File: config.mk
export PLATFORM = sky130hd
export DESIGN_NAME = audio_sample_scheduler_flat
export DESIGN_NICKNAME = d
export VERILOG_FILES = /design/src/rtl/audio_sample_scheduler_pkg.sv /design/src/rtl/audio_sample_scheduler_if.sv /design/src/rtl/audio_sample_scheduler_fifo.sv /design/src/rtl/audio_sample_scheduler.sv /design/src/flat_wrapper.sv
export SDC_FILE = /design/constraint.sdc
export NUM_CORES = 1
export LEC_CHECK = 0
export CAP_MARGIN = 10
export CORE_UTILIZATION = 55
export CTS_BUF_LIST = sky130_fd_sc_hd__clkbuf_4 sky130_fd_sc_hd__clkbuf_8
export CTS_CLUSTER_SIZE = 14
export DETAILED_ROUTE_END_ITERATION = 7
export GPL_ROUTABILITY_DRIVEN = 0
export PLACE_DENSITY = 0.83
export SKIP_CTS_REPAIR_TIMING = 1
export SLEW_MARGIN = 25
export SYNTH_ARGS = -nofsm -noshare
export SYNTH_HDL_FRONTEND = slang
export SYNTH_SLANG_ARGS = --single-unit
File: constraint.sdc
create_clock -name c -period 5.8 [get_ports c]
set_clock_uncertainty 0.15 [all_clocks]
set_input_delay 1.74 -clock c [delete_from_list [all_inputs] [get_ports c]]
set_output_delay 1.74 -clock c [all_outputs]
set_load 0.01 [all_outputs]
File: src/rtl/audio_sample_scheduler_pkg.sv
// ---------------------------------------------------------------------------
// audio_sample_scheduler_pkg
//   Shared definitions for the audio sample scheduler: default sample and
//   counter widths, the silence value, the scheduler state encoding and two
//   small state-class helpers used by the top level.
// ---------------------------------------------------------------------------
package audio_sample_scheduler_pkg;

  localparam int AUDIO_W    = 32;
  localparam int UNDERRUN_W = 16;

  localparam logic [AUDIO_W-1:0] AUDIO_SILENCE = '0;

  typedef enum logic [1:0] {
    ST_IDLE  = 2'd0,
    ST_PRIME = 2'd1,
    ST_RUN   = 2'd2,
    ST_DRAIN = 2'd3
  } sched_state_e;

  // States in which the sample-rate divider runs and ticks are produced.
  function automatic logic is_playing(input sched_state_e s);
    return (s == ST_RUN) || (s == ST_DRAIN);
  endfunction

  // States in which new fetch requests may be raised.
  function automatic logic may_fetch(input sched_state_e s);
    return (s == ST_PRIME) || (s == ST_RUN);
  endfunction

endpackage

File: src/rtl/audio_sample_scheduler_if.sv
// ---------------------------------------------------------------------------
// audio_sample_scheduler_if
//   Fetch handshake between the scheduler (master) and the sample source
//   (slave).
//   fetch_req  : master -> slave, request one sample; held until acked
//   fetch_ack  : slave -> master, fetch_data is valid in this same cycle
//   fetch_data : slave -> master, W-bit sample
// ---------------------------------------------------------------------------
interface audio_sample_scheduler_if
  import audio_sample_scheduler_pkg::*;
#(
  parameter int W = AUDIO_W
) ();

  logic         fetch_req;
  logic         fetch_ack;
  logic [W-1:0] fetch_data;

  modport master (
    output fetch_req,
    input  fetch_ack,
    input  fetch_data
  );

  modport slave (
    input  fetch_req,
    output fetch_ack,
    output fetch_data
  );

endinterface

File: src/rtl/audio_sample_scheduler_fifo.sv
// ---------------------------------------------------------------------------
// sample_fifo
//   Synchronous prefetch FIFO for audio samples. Power-of-two depth with
//   naturally wrapping read/write pointers and a count one bit wider than
//   the pointers so that "full" is representable. A push and a pop in the
//   same cycle both take effect and leave the count unchanged.
// Ports
//   c           clock
//   r           synchronous active-high reset (flushes pointers and count)
//   push_i      write push_data_i at the tail
//   push_data_i sample to store
//   pop_i       drop the head entry (ignored when empty)
//   pop_data_o  current head entry (valid when !empty_o)
//   count_o     number of stored entries, 0..DEPTH
//   empty_o     count_o == 0
//   full_o      count_o == DEPTH
// ---------------------------------------------------------------------------
module sample_fifo #(
  parameter int W     = 32,
  parameter int DEPTH = 4
) (
  input  logic                    c,
  input  logic                    r,
  input  logic                    push_i,
  input  logic [W-1:0]            push_data_i,
  input  logic                    pop_i,
  output logic [W-1:0]            pop_data_o,
  output logic [$clog2(DEPTH):0]  count_o,
  output logic                    empty_o,
  output logic                    full_o
);

  localparam int              AW      = $clog2(DEPTH);
  localparam logic [AW:0]     DEPTH_C = (AW+1)'(DEPTH);

  logic [W-1:0]  mem_q [DEPTH];
  logic [AW-1:0] wr_ptr_q;
  logic [AW-1:0] wr_ptr_d;
  logic [AW-1:0] rd_ptr_q;
  logic [AW-1:0] rd_ptr_d;
  logic [AW:0]   count_q;
  logic [AW:0]   count_d;
  logic          do_push;
  logic          do_pop;

  assign empty_o    = (count_q == '0);
  assign full_o     = (count_q == DEPTH_C);
  assign count_o    = count_q;
  assign pop_data_o = mem_q[rd_ptr_q];

  // A push into a full FIFO is only accepted when a pop frees a slot in the
  // same cycle; otherwise it is dropped rather than corrupting the head.
  assign do_pop  = pop_i && !empty_o;
  assign do_push = push_i && (!full_o || do_pop);

  always_comb begin
    wr_ptr_d = wr_ptr_q;
    rd_ptr_d = rd_ptr_q;
    count_d  = count_q;
    if (do_push) begin
      wr_ptr_d = wr_ptr_q + AW'(1);
    end
    if (do_pop) begin
      rd_ptr_d = rd_ptr_q + AW'(1);
    end
    case ({do_push, do_pop})
      2'b10:   count_d = count_q + (AW+1)'(1);
      2'b01:   count_d = count_q - (AW+1)'(1);
      default: count_d = count_q;
    endcase
  end

  always_ff @(posedge c) begin
    if (r) begin
      wr_ptr_q <= '0;
      rd_ptr_q <= '0;
      count_q  <= '0;
    end else begin
      wr_ptr_q <= wr_ptr_d;
      rd_ptr_q <= rd_ptr_d;
      count_q  <= count_d;
    end
  end

  // Sample storage carries no reset; validity is tracked by count_q.
  always_ff @(posedge c) begin
    if (do_push) begin
      mem_q[wr_ptr_q] <= push_data_i;
    end
  end

endmodule

File: src/rtl/audio_sample_scheduler.sv
// ---------------------------------------------------------------------------
// audio_sample_scheduler
//   Prefetches samples from the sample source over a req/ack handshake into
//   a small FIFO and presents one sample per sample-rate tick on x. The tick
//   is derived from clock c by a fixed divider. Empty-FIFO ticks while
//   playing emit SILENCE and are counted as underruns.
// Ports
//   c          clock, all logic on posedge
//   r          synchronous active-high reset
//   en         start request pulse, honoured only in IDLE
//   stop       stop request pulse, honoured in PRIME/RUN
//   fetch      fetch handshake (master side): fetch_req/fetch_ack/fetch_data
//   x          current output sample, held between ticks
//   x_valid    one-cycle strobe, x was updated this cycle
//   busy       scheduler is not IDLE
//   underruns  saturating underrun count, cleared only by r
// ---------------------------------------------------------------------------
module audio_sample_scheduler
  import audio_sample_scheduler_pkg::*;
#(
  parameter int           W           = AUDIO_W,
  parameter int           DEPTH       = 4,
  parameter int           PRIME_LEVEL = 4,
  parameter int           DIV         = 16,
  parameter logic [W-1:0] SILENCE     = W'(AUDIO_SILENCE)
) (
  input  logic                    c,
  input  logic                    r,
  input  logic                    en,
  input  logic                    stop,
  audio_sample_scheduler_if.master fetch,
  output logic [W-1:0]            x,
  output logic                    x_valid,
  output logic                    busy,
  output logic [UNDERRUN_W-1:0]   underruns
);

  localparam int              AW       = $clog2(DEPTH);
  localparam int              DW       = $clog2(DIV);
  localparam logic [AW:0]     DEPTH_C  = (AW+1)'(DEPTH);
  localparam logic [AW:0]     PRIME_C  = (AW+1)'(PRIME_LEVEL);
  localparam logic [DW-1:0]   DIV_LAST = DW'(DIV - 1);

  function automatic logic [UNDERRUN_W-1:0] sat_inc(input logic [UNDERRUN_W-1:0] v);
    return (&v) ? v : v + UNDERRUN_W'(1);
  endfunction

  sched_state_e            state_q;
  sched_state_e            state_d;
  logic                    req_q;
  logic                    req_d;
  logic [DW-1:0]           div_q;
  logic [DW-1:0]           div_d;
  logic [W-1:0]            x_q;
  logic [W-1:0]            x_d;
  logic                    x_valid_q;
  logic                    x_valid_d;
  logic [UNDERRUN_W-1:0]   underruns_q;
  logic [UNDERRUN_W-1:0]   underruns_d;

  logic                    tick;
  logic                    push;
  logic                    pop;
  logic                    underrun_tick;
  logic [W-1:0]            fifo_head;
  logic [AW:0]             fifo_count;
  logic                    fifo_empty;
  logic                    fifo_full;

  // req_q doubles as the "request outstanding" flag: a sample is in flight
  // exactly while the request is high and not yet acknowledged.
  assign push = req_q && fetch.fetch_ack;

  sample_fifo #(
    .W     (W),
    .DEPTH (DEPTH)
  ) u_fifo (
    .c           (c),
    .r           (r),
    .push_i      (push),
    .push_data_i (fetch.fetch_data),
    .pop_i       (pop),
    .pop_data_o  (fifo_head),
    .count_o     (fifo_count),
    .empty_o     (fifo_empty),
    .full_o      (fifo_full)
  );

  // Next-state, divider, handshake and output selection
  always_comb begin
    state_d       = state_q;
    req_d         = req_q;
    div_d         = '0;
    x_d           = x_q;
    x_valid_d     = 1'b0;
    underrun_tick = 1'b0;
    pop           = 1'b0;

    case (state_q)
      ST_IDLE: begin
        if (en) state_d = ST_PRIME;
      end
      ST_PRIME: begin
        // stop takes priority over a same-cycle transition to RUN
        if (stop)                         state_d = ST_DRAIN;
        else if (fifo_count >= PRIME_C)   state_d = ST_RUN;
      end
      ST_RUN: begin
        if (stop) state_d = ST_DRAIN;
      end
      ST_DRAIN: begin
        if (fifo_empty && !req_q) state_d = ST_IDLE;
      end
      default: state_d = ST_IDLE;
    endcase

    tick = is_playing(state_q) && (div_q == DIV_LAST);

    // Divider restarts from zero whenever playback (re)starts or ends.
    if (is_playing(state_q) && is_playing(state_d)) begin
      div_d = tick ? '0 : div_q + DW'(1);
    end

    // An open request stays up until acked. A new one is only raised when
    // nothing is outstanding, so count + outstanding < DEPTH reduces to
    // count < DEPTH here. A stop this cycle suppresses the new request.
    if (req_q) begin
      req_d = !fetch.fetch_ack;
    end else begin
      req_d = may_fetch(state_q) && !stop && (fifo_count < DEPTH_C);
    end

    if (tick && !fifo_empty) begin
      pop       = 1'b1;
      x_d       = fifo_head;
      x_valid_d = 1'b1;
    end else if (tick && (state_q == ST_RUN)) begin
      // Empty in RUN is an underrun; empty in DRAIN is simply the end.
      x_d           = SILENCE;
      x_valid_d     = 1'b1;
      underrun_tick = 1'b1;
    end
  end

  assign underruns_d = underrun_tick ? sat_inc(underruns_q) : underruns_q;

  // Register stage
  always_ff @(posedge c) begin
    if (r) begin
      state_q     <= ST_IDLE;
      req_q       <= 1'b0;
      div_q       <= '0;
      x_q         <= SILENCE;
      x_valid_q   <= 1'b0;
      underruns_q <= '0;
    end else begin
      state_q     <= state_d;
      req_q       <= req_d;
      div_q       <= div_d;
      x_q         <= x_d;
      x_valid_q   <= x_valid_d;
      underruns_q <= underruns_d;
      // The request/count accounting keeps one slot free for every
      // outstanding request, so an ack can never land on a full FIFO.
      assert (!(push && fifo_full));
    end
  end

  assign fetch.fetch_req = req_q;
  assign x               = x_q;
  assign x_valid         = x_valid_q;
  assign busy            = (state_q != ST_IDLE);
  assign underruns       = underruns_q;

endmodule

File: src/flat_wrapper.sv
// flat-port wrapper written by rule: the top's interface ports become plain ports
module audio_sample_scheduler_flat import audio_sample_scheduler_pkg::*;
#(
  parameter int           W           = AUDIO_W,
  parameter int           DEPTH       = 4,
  parameter int           PRIME_LEVEL = 4,
  parameter int           DIV         = 16,
  parameter logic [W-1:0] SILENCE     = W'(AUDIO_SILENCE)
)
  (c, r, en, stop, x, x_valid, busy, underruns, fetch_fetch_req, fetch_fetch_ack, fetch_fetch_data);
  audio_sample_scheduler_if #(.W(W)) fetch_i ();
  input  logic c;
  input  logic r;
  input  logic en;
  input  logic stop;
  output logic [W-1:0] x;
  output logic x_valid;
  output logic busy;
  output logic [UNDERRUN_W-1:0] underruns;
  output wire logic [$bits(fetch_i.fetch_req)-1:0] fetch_fetch_req;
  input wire logic [$bits(fetch_i.fetch_ack)-1:0] fetch_fetch_ack;
  input wire logic [$bits(fetch_i.fetch_data)-1:0] fetch_fetch_data;
  assign fetch_fetch_req = fetch_i.fetch_req;
  assign fetch_i.fetch_ack = fetch_fetch_ack;
  assign fetch_i.fetch_data = fetch_fetch_data;
  audio_sample_scheduler #(.W(W), .DEPTH(DEPTH), .PRIME_LEVEL(PRIME_LEVEL), .DIV(DIV), .SILENCE(SILENCE)) u_core (.c(c), .r(r), .en(en), .stop(stop), .fetch(fetch_i), .x(x), .x_valid(x_valid), .busy(busy), .underruns(underruns));
endmodule
# Word level (Yosys, flattened, before mapping)
# Memory sizes are Yosys's and may differ from the RTL's. A register that Yosys moved wholly into a read port is not among the register bits.
# Cells that the tools add are included.
word_totals:
  regBits: 63
  ramBits: 128
  mem_count: 1
classes:
  n_addsub: 6
  magnitude_cmp: 2
  eq_ne: 9
  n_mux: 18
  bitwise: 2
  n_reduce_logical: 27
memory_table:
  columns: ["name", "words", "word_bits", "read_ports", "rd_ports_with_merged_regs", "wr", "line_no", "source"]
  rows:
  - ["u_core.u_fifo.mem_q", 4, 32, 1, 1, 1, "audio_sample_scheduler_fifo.sv:36", "logic [W-1:0] mem_q [DEPTH];"]
op_table:
  columns: ["operator", "count"]
  rows:
  - ["$mux 32", 2]
  - ["$add 16x1->16 const B", 1]
  - ["$reduce_and 16->1", 1]
  - ["$mux 2", 7]
  - ["$eq 2x2->1 const B", 5]
  - ["$logic_and 1x1->1", 10]
  - ["$pmux 2 s4", 1]
  - ["$mux 1", 7]
  - ["$pmux 3 s2", 1]
  - ["$reduce_bool 2->1", 3]
  - ["$logic_not 1->1", 5]
  - ["$add 2x1->2 const B", 2]
  - ["$add 4x1->4 const B", 1]
  - ["$eq 2x1->1 const B", 2]
  - ["$eq 4x4->1 const B", 1]
  - ["$logic_or 1x1->1", 4]
  - ["$add 3x1->3 const B", 1]
  - ["$eq 3x3->1 const B", 1]
  - ["$ge 3x3->1 const B", 1]
  - ["$logic_not 3->1", 1]
  - ["$lt 3x3->1 const B", 1]
  - ["$reduce_or 3->1", 1]
  - ["$sub 3x1->3 const B", 1]
  - ["$logic_not 2->1", 1]
  - ["2 further kinds", 3]

# Longest topological paths before layout
# Gate-level depths: netlist (run 1).
logic_depth:
  depth_word: 10
  ltp_mapped: 12

# Cells and area by module
# From an unflattened synthesis (run 1), not the netlist that was laid out.
hier_totals:
  hier_cells: 485
  hier_area_um2: 7519.7
modules_own_cells:
  columns: ["mod", "instances", "cells_each", "area_each_um2"]
  rows:
  - ["sample_fifo", 1, 226, 5143.7]
  - ["audio_sample_scheduler", 1, 259, 2376.0]

# Worst setup path before layout (run 1)
# No wires, ideal clock.
synth_path:
  path_kind: "input port to flip-flop"
  startpoint: "input port fetch_fetch_ack"
  endpoint: "memory u_core.u_fifo.mem_q[0][0] (enable)"
  setup_time_ps: 392
  arrival_time_ps: 3053
  setup_slack_ps: 2205
  cell_stages: 3
  path_cell_list: "nand2_1 a41oi_1 and2_1"
synth_between:
  elab_chain_cells: 4
synth_lines:
  columns: ["item", "line_no", "source"]
  rows:
  - ["start: declaration", "flat_wrapper.sv:21", "input wire logic [$bits(fetch_i.fetch_ack)-1:0] fetch_fetch_ack;"]
  - ["$logic_and 1x1->1", "audio_sample_scheduler.sv:72", "assign push = req_q && fetch.fetch_ack;"]
  - ["$logic_and 1x1->1", "audio_sample_scheduler_fifo.sv:54", "assign do_push = push_i && (!full_o || do_pop);"]
  - ["$mux 1", "audio_sample_scheduler_fifo.sv:87", "if (do_push) begin"]
  - ["$mux 1 (not written as such)", "audio_sample_scheduler_fifo.sv:88", "mem_q[wr_ptr_q] <= push_data_i;"]
  - ["end: declaration", "audio_sample_scheduler_fifo.sv:36", null]
# Every way passes these cells.

# Worst setup path in the final report (run 1)
layout_path:
  startpoint: "input port fetch_fetch_ack"
  endpoint: "memory u_core.u_fifo.mem_q[2][20] (enable)"
# Same word-level chain as after synthesis.

==> summary.md, run 1 <==
| Metric | Value |
|---|---|
| Mapped Avg Cell Area | `15.7 um2` |
| First-pass GRT wire length | `~22000 um` |
| Leak Pwr | `~2.8 nW` |
| Die area | `13800 um2` |
| Htree depth | `4` |
| Slowest cell on crit path | `and2_2` |
| Setup violations, final | `0` |
| EDFF count, synth | `128` |
| Initial Utilization | `57.1%` |
| Layout cells sized above 1 | `approximately 14%` |
| Die H | `117 um` |
| Final Hold Fails | `0` |
| Vias | `4178` |
| TNS Setup | `0 ns` |
| Critical setup path kind | `in2reg` |
| Top post-synthesis cells by area | `edfxtp_1 (52%), dfxtp_1 (18%), mux4_2 (9.8%), a22oi_1 (3.3%), nor2_1 (3.3%)` |
| Final setup margin | `2.07 ns` |
| Wire per inst | `18.3 um` |
| HPWL Detailed | `~8400 um` |
| TritonCTS Buffers | `17` |
| WL final | `13500 um` |
| Worst r2r src | `u_core.state_q[0]` |
| Synth unique cells | `37` |
| Std cell rows | `41` |
| RR Endpoint | `u_core.u_fifo.count_o[2]` |
| Clock root buffer | `clkbuf_8` |
| Worst R2R Setup Slack | `2.30 ns` |
| Most common cell in the synthesized netlist | `edfxtp_1` |
| Sequential share of the synthesized area | `between 70% and 80%` |
| IO Count | `88` |
| Clock Pin Slew Worst Setup and Hold Paths | `0.08 ns` |
| GR Overflow Total | `0` |
| DP Worst Slack | `1.56 ns` |
| Synth top area share | `52.5%` |
| Final Max Tran Viols | `0` |
| Worst-path fanout max | `32` |
| Final Non-Filler Cells | `about 740` |
| CP arrival | `3.66 ns` |
| Tmin final | `roughly 3.7 ns` |
| Residual DRC | `0` |
| CP cell instances | `clkdlybuf4s50_1 -> nand2_1 -> a41oi_1 -> and2_2` |
| Ys Warns | `0` |
| Fmax achieved | `268 MHz` |
| CTS max path bufs | `2` |
| Commonest cells post-synth | `edfxtp_1 (128), dfxtp_1 (65), nor2_1 (64)` |
| Startpoint type of the worst setup path | `input pin` |
| Setup crit end kind | `flop` |
| Placed cells | `704` |
| Hold Crit Class | `reg2reg` |
| Ant diodes | `0` |
| Layout area overhead | `19.4%` |
| Required time worst endpoint | `5.73 ns` |
| Die extent in x | `117 um` |
| Worst slew pin tran | `1.05 ns` |
| VDD IR max | `0.218 mV` |
| Vias per cell | `5.68` |
| Syn Inst Count | `467` |
| Post-synthesis cell area | `7330 um2` |
| Synth Flop Type | `edfxtp_1` |
| Clock Sink Count | `a little under 200` |
| Largest net degree at the start of global routing | `61` |
| Number of global-route vias before repair | `4253` |
| Initial DRC Count | `slightly above 300` |
| FFs w/ async S/R, synth | `0%` |
| Max stage delay on crit path | `about 0.84 ns` |
| Post-DRT Antenna Nets | `0` |
| Initial antenna violation count | `0` |
| Hold path cells | `1` |
| Post-synth top area cell | `edfxtp_1` |
| First drt pass iteration count | `6` |
| Max_slew headroom | `30.0%` |
| GRT Overall Usage | `21.1%` |
| Worst skew pair latency | `0.45 ns` |
| Pwr/cell area | `291 nW/um2` |
| Outcome | `complete, no violations` |
| Fin crit share | `64.3%` |
| Core Area | `~13000 um2` |
| Fin nets | `601` |
| RSZ-0062 raised after global routing | `no` |
| Fillers | `859` |
| Hold Crit Endpoint | `u_core.div_q[0]` |
| Synth Register Bits | `around 190` |
| CTS tree | `built` |
| Max-cap viol count | `0` |
| Syn Nets | `517` |
| Min-delay src | `u_core.div_q[0]` |
| Worst reg2reg path depth | `10` |
| # port buffers | `87` |
## cells in the final DEF, fill, tap and decap left out, types with 2 or more instances in the layout
cell / Yosys / routed
nor3_1: 9 / 9
and3_1: 3 / 3
o2111ai_1: 2 / 2
nand4_1: 2 / 2
nand2_1: 8 / 8
nand2b_1: 2 / 2
a21oi_1: 9 / 9
clkinv_2: 0 / 5
bufinv_16: 0 / 3
nor2_1: 64 / 64
mux4_2: 32 / 32
and2_2: 0 / 4
buf_4: 0 / 2
nand3_1: 12 / 12
clkinvlp_4: 0 / 3
xor2_1: 5 / 5
o21ai_0: 5 / 5
ha_1: 12 / 12
clkbuf_8: 0 / 17
clkdlybuf4s50_1: 0 / 86
dfxtp_2: 0 / 2
xnor2_1: 17 / 17
clkbuf_4: 0 / 3
inv_1: 12 / 12
nor4_2: 3 / 2
a22oi_1: 32 / 32
edfxtp_1: 128 / 128
nor4_1: 3 / 3
dfxtp_1: 65 / 63
## sequential cells by signal, summed over array words and instances (netlist names), named ones only
name                    count
u_core.x_valid              1
u_core.u_fifo.mem_q       128
u_core.fetch.fetch_req      1
u_core.u_fifo.wr_ptr_q      2
u_core.state_q              2
u_core.u_fifo.rd_ptr_q      2
u_core.u_fifo.count_o       3
u_core.x                   32
u_core.underruns           16
u_core.div_q                4
## cell type report
cell class	count	area [um2]	area share, %
Multi-Input combinational cell	239	2060	23.6
Timing Repair Buffer	88	876	10.0
Clock inverter	12	141	1.62
Sequential cell	193	5150	58.9
Clock buffer	20	256	2.93
Tap cell	172	215	2.46
Inverter	12	45.0	0.515
## stage by stage
step / cell area (um2) / hold slack, ns / util [%] / power [mW]
4_1_cts: 8740 / 0.323 / 68.2 / 2.55
3_5_place_dp: 8350 / 0.310 / 65.1 / 1.71
5_1_grt: 8750 / 0.337 / 68.2 / 2.62
6_report: 8750 / 0.316 / 68.2 / 2.54
3_3_place_gp: 8340 / 0.277 / 65.0 / 1.70
2_1_floorplan: 7330 / 0.268 / - / 1.63
## report_power, final
part	internal [mW]	total [mW]	switching [mW]
combinational	0.0754	0.165	0.0893
sequential	1.50	1.51	0.0172
clock	0.434	0.864	0.430
total	2.01	2.54	0.536
## worst max-delay path, delay by kind of cell
kind            cells  cell delay [ns]
simple gates        2             0.92
buf+inv             1             0.49
compound gates      1             0.49
## cells by family after synthesis
kind of cell	share of synthesized area, %
compound gates	5.14
xor+xnor	2.63
fa+ha+maj	2.32
buf+inv	1.95
flops	70.2
mux	9.84
simple gates	7.89
## routing by layer
layer	GRT usage, %	vias to the layer above	wire, um
li1	-	1934	-
met1	26.9	2093	5780
met2	35.0	134	6830
met3	5.20	17	716
met4	7.87	0	156
met5	0	-	0
## how the worst max path moves through the flow
stage	from	to	slack [ns]	depth (start not counted)
2_1_floorplan	fetch_fetch_ack	u_core.u_fifo.mem_q[0][0]	2.21	3
3_3_place_gp	fetch_fetch_ack	u_core.u_fifo.mem_q[1][7]	1.70	4
3_5_place_dp	fetch_fetch_ack	u_core.u_fifo.mem_q[3][3]	1.56	4
4_1_cts	fetch_fetch_ack	u_core.u_fifo.mem_q[3][3]	2.05	4
5_1_grt	fetch_fetch_ack	u_core.u_fifo.mem_q[3][20]	1.95	4
6_report	fetch_fetch_ack	u_core.u_fifo.mem_q[2][20]	2.07	4
No activity file was read; power rests on OpenSTA's default activity.
==> inputs of run 2 (changes only) <==
--- a/config.mk
+++ b/config.mk
@@ -6,12 +6,12 @@
 export NUM_CORES = 1
 export LEC_CHECK = 0
 export CAP_MARGIN = 10
-export CORE_UTILIZATION = 55
+export CORE_UTILIZATION = 52
 export CTS_BUF_LIST = sky130_fd_sc_hd__clkbuf_4 sky130_fd_sc_hd__clkbuf_8
 export CTS_CLUSTER_SIZE = 14
 export DETAILED_ROUTE_END_ITERATION = 7
 export GPL_ROUTABILITY_DRIVEN = 0
-export PLACE_DENSITY = 0.83
+export PLACE_DENSITY = 0.82
 export SKIP_CTS_REPAIR_TIMING = 1
 export SLEW_MARGIN = 25
 export SYNTH_ARGS = -nofsm -noshare
==> constraint.sdc (replaced) <==
create_clock -name c -period 3.2 [get_ports c]
set_clock_uncertainty 0.15 [all_clocks]
set_input_delay 0.96 -clock c [delete_from_list [all_inputs] [get_ports c]]
set_output_delay 0.96 -clock c [all_outputs]
set_load 0.01 [all_outputs]
==> run 2 against run 1 <==
Against the previous run:
- clock-buffer cell count down 1
- via count up 1.6%
- critical endpoint is now u_core.u_fifo.count_o[2]
- non-clock buffer count up 15
- global-route usage down 0.35 points
- sequential share of layout area down 1.1 points
- final area up 1.9%
- worst setup slack worse by 1.8 ns
==> summary.md, run 2 (synthesized netlist as in run 1, its figures left out) <==
| Metric | Value |
|---|---|
| Final Non-Filler Cells | `759` |
| Fin Hold WS | `0.304 ns` |
| Worst skew pair latency | `0.46 ns` |
| Largest net degree at the start of global routing | `42` |
| DP Worst Slack | `0.0675 ns` |
| Number of global-route vias before repair | `4416` |
| Post-DRT Antenna Nets | `0` |
| Fin nets | `616` |
| Pwr/cell area | `514 nW/um2` |
| Worst-path fanout max | `8` |
| Outcome | `complete, no violations` |
| Vias | `4243` |
| Max_slew headroom | `44.9%` |
| CP arrival | `around 3.1 ns` |
| Final Power | `4.58 mW` |
| Startpoint type of the worst setup path | `flop` |
| Placed cells | `727` |
| WL final | `around 14000 um` |
| Final Hold Fails | `0` |
| Layout area overhead | `21.7%` |
| Final Cell Area | `8910 um2` |
| HPWL Detailed | `9280 um` |
| Worst slew pin tran | `0.826 ns` |
| Setup violations, final | `0` |
| Tmin final | `2.90 ns` |
| Setup crit end kind | `flop` |
| Wire per inst | `18.2 um` |
| TritonCTS Buffers | `17` |
| Most flop-heavy register | `u_core.u_fifo.mem_q` |
| Required time worst endpoint | `3.43 ns` |
| Residual DRC | `0` |
| Hold Crit Class | `reg2reg` |
| TNS Setup | `0 ns` |
| Initial DRC Count | `291` |
| Post-place instance area | `8520 um2` |
| Final setup margin | `0.299 ns` |
| Final Max Tran Viols | `0` |
| Die extent in x | `121 um` |
| Fmax achieved | `approximately 340 MHz` |
| Core Area | `13800 um2` |
| CTS tree | `built` |
| Ant diodes | `0` |
| Std cell rows | `43` |
| # port buffers | `87` |
| Clock Pin Slew Worst Setup and Hold Paths | `0.09 ns` |
| Most frequent cells in the layout | `edfxtp_1 (128), clkdlybuf4s50_1 (86), nor2_1 (64), dfxtp_1 (63)` |
| IO Count | `88` |
| First-pass GRT wire length | `22500 um` |
| VDD IR max | `0.279 mV` |
| Leak Pwr | `2.86 nW` |
| CTS max path bufs | `2` |
| GRT Overall Usage | `between 20% and 30%` |
| Layout cells sized above 1 | `16.2%` |
| Fin crit share | `90.7%` |
| Commonest non-fill, non-tap cell in the layout | `edfxtp_1` |
| GR Overflow Total | `0` |
| Clock root buffer | `clkbuf_8` |
| Die H | `121 um` |
| Htree depth | `4` |
| RSZ-0062 raised after global routing | `no` |
| First drt pass iteration count | `5` |
| Util after Layout | `64.5%` |
| Max reg flops | `128` |
| Die area | `14600 um2` |
| Vias per cell | `5.59` |
| Initial antenna violation count | `0` |
| Max-cap viol count | `0` |
| Clock Sink Count | `~190` |
| Initial Utilization | `53.0%` |
| Critical setup path kind | `reg2reg` |
-- run 2: critical path: stages, from the launching register on --
cell       delay [ns]
dfxtp_1          0.40
inv_1            0.11
ha_1             0.32
o2111ai_2        0.28
a41oi_1          0.17
inv_1            0.09
ha_1             0.19
inv_1            0.08
fa_1             0.38
xor2_1           0.16
or3_1            0.33
a21oi_1          0.17
-- run 2: layer usage --
metal	up-vias	GRT usage [%]	share of wire (%)	wire [um]
met5	-	0	0	0
met4	0	10.3	2.8	386
met3	28	4.10	4.3	598
met2	138	35.7	52	7190
met1	2107	24.9	41	5650
li1	1970	-	-	-
-- run 2: report_power, final --
group | switching, mW | internal (mW) | total [mW]
combinational | 0.172 | 0.147 | 0.319
clock | 0.815 | 0.712 | 1.53
sequential | 0.0291 | 2.71 | 2.74
-- run 2: final cells by class --
cell class              count  area, um2
flip-flops and latches    193       5150
fillers                   958       4910
multi-input cells         239       2060
repair buffers            103       1050
clock buffers              19        249
well taps                 180        225
clock inverters            13        135
inverters                  12       45.0
-- run 2: final timing paths --
kind	startpoint	cells after the start	endpoint	slack [ns]
worst max-delay path	u_core.state_q[0]	11	u_core.u_fifo.count_o[2]	0.30
worst min-delay path	u_core.div_q[0]	1	u_core.div_q[0]	0.30
worst min register to register	u_core.div_q[0]	1	u_core.div_q[0]	0.30
worst max register to register	u_core.state_q[0]	11	u_core.u_fifo.count_o[2]	0.30
